==> src/rtl/pwm_duty_feeder.sv <==
// Duty-sample FIFO feeding the PWM generator: one new duty value per PWM period, aligned to tick.
// Optional per-period slew limiting is enabled by defining PWM_FEEDER_SLEW_EN.
module pwm_duty_feeder #(
   parameter int unsigned DW       = 10,
   parameter int unsigned DEPTH    = 8,
   parameter int unsigned MAX_STEP = 16
) (
   input  logic                         clk,
   input  logic                         rst_n,
   input  logic signed [DW-1:0]         s_data,
   input  logic                         s_valid,
   output logic                         s_ready,
   input  logic                         tick,
   output logic signed [DW-1:0]         duty,
   output logic                         underrun,
   output logic [$clog2(DEPTH):0]       level
);

   localparam int unsigned AW = $clog2(DEPTH);
   localparam int unsigned LW = AW + 1;
   localparam logic [LW-1:0] FULL = LW'(DEPTH);
   localparam logic [LW-1:0] HALF = LW'(DEPTH / 2);

   // Elaboration-time sanity checks on the configuration
   if ((DEPTH < 2) || ((DEPTH & (DEPTH - 1)) != 0)) begin : g_bad_depth
      $error("pwm_duty_feeder: DEPTH must be a power of two >= 2");
   end
   if ((MAX_STEP < 1) || (MAX_STEP > ((1 << (DW - 1)) - 1))) begin : g_bad_step
      $error("pwm_duty_feeder: MAX_STEP out of range");
   end

   typedef enum logic {
      PRIME,
      RUN
   } state_t;

   state_t               state, state_next;
   logic signed [DW-1:0] mem [DEPTH];
   logic [AW-1:0]        wr_ptr, rd_ptr;
   logic [LW-1:0]        count, count_next;
   logic                 push, pop, underrun_next;
   logic signed [DW-1:0] head, duty_next;

   assign head    = mem[rd_ptr];
   assign level   = count;
   assign s_ready = (count != FULL);

   // ---------------------------------------------------------------- FSM
   always_ff @(posedge clk or negedge rst_n) begin
      if (!rst_n) begin
         state <= PRIME;
      end else begin
         state <= state_next;
      end
   end

   always_comb begin
      state_next    = state;
      push          = s_valid && s_ready;
      pop           = 1'b0;
      underrun_next = 1'b0;
      unique case (state)
         PRIME: begin
            if (count >= HALF) begin
               state_next = RUN;
            end
         end
         RUN: begin
            if (tick) begin
               // A push landing on an empty-FIFO tick is not bypassed
               if (count != '0) begin
                  pop = 1'b1;
               end else begin
                  underrun_next = 1'b1;
               end
            end
         end
         default: state_next = PRIME;
      endcase
   end

   // ---------------------------------------------------------------- FIFO
   always_comb begin
      count_next = count;
      if (push && !pop) begin
         count_next = count + 1'b1;
      end else if (pop && !push) begin
         count_next = count - 1'b1;
      end
   end

   always_ff @(posedge clk or negedge rst_n) begin
      if (!rst_n) begin
         wr_ptr <= '0;
         rd_ptr <= '0;
         count  <= '0;
      end else begin
         count <= count_next;
         if (push) begin
            wr_ptr <= wr_ptr + 1'b1;
         end
         if (pop) begin
            rd_ptr <= rd_ptr + 1'b1;
         end
      end
   end

   always_ff @(posedge clk) begin
      if (push) begin
         mem[wr_ptr] <= s_data;
      end
   end

   // ---------------------------------------------------------------- duty update
`ifdef PWM_FEEDER_SLEW_EN
   localparam logic signed [DW:0] STEP_POS = (DW+1)'(MAX_STEP);
   localparam logic signed [DW:0] STEP_NEG = -STEP_POS;

   logic signed [DW:0] diff, step, sum;

   // Moving toward head never overshoots it, so sum always fits in DW bits
   always_comb begin
      diff = {head[DW-1], head} - {duty[DW-1], duty};
      if (diff > STEP_POS) begin
         step = STEP_POS;
      end else if (diff < STEP_NEG) begin
         step = STEP_NEG;
      end else begin
         step = diff;
      end
      sum       = {duty[DW-1], duty} + step;
      duty_next = sum[DW-1:0];
   end
`else
   always_comb begin
      duty_next = head;
   end
`endif

   always_ff @(posedge clk or negedge rst_n) begin
      if (!rst_n) begin
         duty     <= '0;
         underrun <= 1'b0;
      end else begin
         underrun <= underrun_next;
         if (pop) begin
            duty <= duty_next;
         end
      end
   end

endmodule

==> config.mk <==
export PLATFORM = sky130hd
export DESIGN_NAME = pwm_duty_feeder
export DESIGN_NICKNAME = d
export VERILOG_FILES = /design/src/rtl/pwm_duty_feeder.sv
export SDC_FILE = /design/constraint.sdc
export NUM_CORES = 1
export LEC_CHECK = 0
export CORE_MARGIN = 1.5
export CORE_UTILIZATION = 50
export DETAILED_ROUTE_END_ITERATION = 12
export PLACE_DENSITY = 0.71
export SYNTH_ARGS = -nofsm -noshare
export SYNTH_HDL_FRONTEND = slang
export SYNTH_SLANG_ARGS = --single-unit
==> constraint.sdc <==
create_clock -name clk -period 8.2 [get_ports clk]
set_input_delay 1.64 -clock clk [delete_from_list [all_inputs] [get_ports clk]]
set_output_delay 1.64 -clock clk [all_outputs]
set_load 0.005 [all_outputs]
======== Word-level counts from Yosys, hierarchy flattened ========
Memory sizes are Yosys's and may differ from the RTL's. A register that Yosys moved wholly into a read port is not among the register bits.
Cells that the tools add are included.
storage, ports and cells
  bits of input ports ..................... 14
  bits in latches ......................... 0
  memory bits (read-only) ................. 0
  output and inout bits ................... 16
  bits in writable memories ............... 80
  register bits ........................... 12
  memories ................................ 1
memory list
  name  words  width  read ports  clocked after memory_dff  wr ports  line  text
  mem   8      10     1           1                         1         38    logic signed [DW-1:0] mem [DEPTH];
cells by class
  mux-type cells .......................... 12
  multipliers ............................. 0
  $lt $le $gt $ge ......................... 1
  shifts and indexed selects .............. 0
  eq/ne operators ......................... 1
  reductions and logical operators ........ 8
  bitwise gates (word level) .............. 0
  $add $sub $neg .......................... 4
  div/mod/pow operators ................... 0
operators by type and width
  cell                                                                                 count
  1-bit two-way mux                                                                    10
  4-bit two-way mux                                                                    2
  3-bit by 1-bit adder with 3-bit output, second input constant                        2
  4-bit by 1-bit adder with 4-bit output, second input constant                        1
  4-bit by 3-bit greater-or-equal comparator with 1-bit output, second input constant  1
  4-bit inequality test, second input constant                                         1
  4-bit nonzero test                                                                   1
  4-bit by 1-bit subtractor with 4-bit output, second input constant                   1
  1-bit logical AND                                                                    3
  1-bit zero test                                                                      3
  2-bit nonzero test                                                                   1

======== Logic depth before layout (Yosys ltp) ========
  word-level depth ........................ 7
  gate-level depth with buffers ........... 12

======== Worst setup path before layout ========
Ideal clock, no wire load.
  path type ............................... in2reg
  start ................................... input tick
  end ..................................... register count[3], in the netlist level[3]
  cell stages on the path ................. 11
  path buffers ............................ 2
  setup slack ............................. 4687 ps
  data arrival time ....................... 3377 ps
  data required time ...................... 8064 ps
  cell sequence ........................... nand2_1 -> nor2b_4 -> buf_6 -> buf_6 -> inv_1 -> ha_1 -> inv_1 -> ha_1 -> a21o_1 -> a2111oi_0 -> o31ai_1
between the ends
  longest elaborated chain between the ends .. 5
  elaborated cells on any way between the ends .. 7
RTL lines
  element                                                         line  text
  start: declaration                                              13    input logic tick,
  1-bit two-way mux (*)                                           69    if (tick) begin
  1-bit two-way mux (*)                                           62    unique case (state)
  1-bit zero test                                                 85    if (push && !pop) begin
  1-bit logical AND                                               85
  4-bit two-way mux / 2-bit nonzero test (equally long branches)  n/a
  end signal: assignment                                          98    count <= count_next;
  end: declaration                                                40    logic [LW-1:0] count, count_next;
Mark *: on every way between the ends. The rest lies on a longest branch, timed or not.
A chain may end at the register's enable or synchronous reset.

======== Worst setup path after layout ========
Ends and elaborated chain as after synthesis.

==> impl_results.md <==
* Filler Cell Count at 576
* Vias in the first global route at 2,183
* Final Hold Fails at 0
* Pins Over Slew Limit at 0
* Antenna Violating Nets Remaining at 0
* H-tree depth at 3
* # setup viols final at 0
* Peak VDD IR at 0.130 mV
* HPWL after DPL at 4.54 mm
* Port bufs at 29
* CP Max Fanout at 24
* Gr ovfl total at 0
* DR WL/cell at 18.6 µm
* Initial Util at 52.5%
* Crit path from: tick
* Core area at 7890 µm²
* Post-synth ARST share at 21.6%
* Rows at 32
* Clk_lat worst skew at 360 ps
* Clk_skew at 12.0 ps
* Reg-to-reg setup timing slack at 5250 ps
* # nets final at 315
* Most used DFF post-synth: edfxtp_1
* Final TNS setup at 0 ps
* CP Data Required Time at 8430 ps
* Synth Register Bits at 102
* Clk sink count at 102
* Fmax at 245 MHz
* Hold WC Path Type: register to register
* Leading post-synthesis cells by cell area: edfxtp_1, dfrtp_1, mux2i_1
* Area growth from synthesis to final layout at 14.2%
* Die area at 8830 µm²
* WP data arrival at 4320 ps
* Routed via count at 2,222
* Syn Nets at 281
* Distinct cells, synth at 33
* Mean post-synth cell area at 15.9 µm²
* Drt total wl at 7.48 mm
* Total Routing Usage GR at 18.6%
* Worst Setup Start Kind: primary input
* Status: finished clean
* Worst slew pin tran at 1180 ps
* RR Startpoint: level[3]$_DFFE_PN0P_
* Share of cells above drive strength 1 at 12.0%
* Postcts setup bufs at 0
* Min cycle time layout at 4090 ps
* Total CTS buffers at 9
* Overall Power at 0.00159 W
* Die Span Y at 94.0 µm
* Crit Path Class: primary input to register
* Hold Startpoint: state$_DFF_PN0_
* Clock buffer depth at 2
* First-pass GRT wire length at 11.6 mm
* Final period util at 49.8%
* TritonCTS clock tree: done
* Post-synth EDFFs at 80
* GPL Wtd Cong at 0.708
* PD cells at 337 nW/µm²
* Synth area leader: edfxtp_1
* Relative slew slack at 20.9%
* I/O pin total at 30
* Max-cap violation count at 0
* Largest net degree at the start of global routing at 43
* Cts hold-fix bufs at 0
* RSZ-0062 raised after global routing: no
* Share of the yosys chip area belonging to registers at 71.4%
* Pre-antenna DRT Iters at 5
* Leak at 1.75 nW
* Number of diodes at 0
* Yosys top cell area share at 58.1%
* Synth Instances at 261
* Post-CTS Resized at 0
* Clk root buf: clkbuf_8
* Initial DRC Count at 109
* Critical path endpoint category: register
* Die width at 94.0 µm
* Post-Syn Area at 4140 µm²
* Clock-pin slew of the registers on the worst-case setup and hold paths at 100 ps
* DR vias/cell at 5.53
* Yosys Warn Count at 0
* DR DRC count at 0
* Initial antenna violation count at 0
## critical path, stage by stage
cell	delay, ps
clkdlybuf4s50_1	450
nand2_1	90
nor2b_4	590
inv_1	100
ha_1	240
inv_1	170
ha_1	260
a21o_1	220
a2111oi_0	410
o31ai_1	130
## cell usage after synthesis (all sizes together) (2+ instances only)
library cell   n
edfxtp        80
mux2i         41
dfrtp         22
a22oi         20
inv           13
o21ai         12
buf           10
nand2         10
nand3         10
nor3           8
ha             5
nor2           5
xnor2          4
mux2           3
nor2b          3
clkbuf         2
nand2b         2
xor2           2
## power breakdown
part | internal (W) | total (W) | switching (W)
sequential | 0.000673 | 0.000745 | 0.0000716
clock | 0.000115 | 0.000287 | 0.000172
combinational | 0.000262 | 0.000558 | 0.000296
## routing by layer
layer	wire length [µm]	GRT usage (%)	up-vias
met5	0	0	-
met4	72	5.47	0
met3	450	4.37	8
met2	3750	30.4	67
met1	3210	25.0	1095
li1	-	-	1052
## layout make-up
class	instances	area, µm²	share of cell area [%]
multi-input combinational	134	1080	22.8
timing repair buffer	35	335	7.10
inverter	13	48.8	1.03
tap	102	128	2.70
clock buffer	9	124	2.62
clock inverter	7	55.1	1.17
sequential	102	2950	62.5
## metrics by stage
step | utilization [%] | hold WS (ps) | setup slack (ps) | std cells | cell area [µm²]
after floorplan | - | 433 | 4690 | 261 | 4140
after global placement | 57.6 | 461 | 3870 | 386 | 4540
after detailed placement | 57.6 | 464 | 3740 | 386 | 4540
after CTS | 59.9 | 490 | 4140 | 402 | 4720
after global routing | 59.9 | 497 | 3970 | 402 | 4720
final | 59.9 | 488 | 4110 | 402 | 4720
## placed cells by master (no fill, tap or decap), drive strengths merged, types with 3 or more instances in the layout
cell,synthesis,final
mux2,3,3
clkbuf,2,9
a22oi,20,20
nand2,10,10
nor3,8,8
dfrtp,22,22
ha,5,5
nand3,10,10
nor2b,3,3
o21ai,12,12
nor2,5,5
buf,10,6
clkdlybuf4s50,0,29
inv,13,17
mux2i,41,41
xnor2,4,4
edfxtp,80,80
## state kept, by name, indices dropped and copies added, names as in the netlist
signal and count:
mem 80, duty 10, level 4, rd_ptr 3, wr_ptr 3, state 1, underrun 1
## kinds of logic after synthesis
family                     count (synthesis)  share of synthesized area [%]
AOI/OAI and AO/OA                         36                           6.41
xor gates and xnor gates                   6                           1.27
adders and majority gates                  6                           2.00
buffers and inverters                     25                           2.93
DFF                                      102                           71.4
muxes                                     44                           10.8
and+or+nand+nor                           42                           5.20
## path summary, 6_finish.rpt
kind / to / cells after the start
hold reg to reg: state$_DFF_PN0_ / 1
hold / removal: state$_DFF_PN0_ / 1
min in group asynchronous: rd_ptr[2]$_DFFE_PN0P_ / 2
setup / recovery: level[3]$_DFFE_PN0P_ / 10
max in group asynchronous: rd_ptr[0]$_DFFE_PN0P_ / 2
setup reg to reg: level[3]$_DFFE_PN0P_ / 9
(Power assumes the default switching activity.)
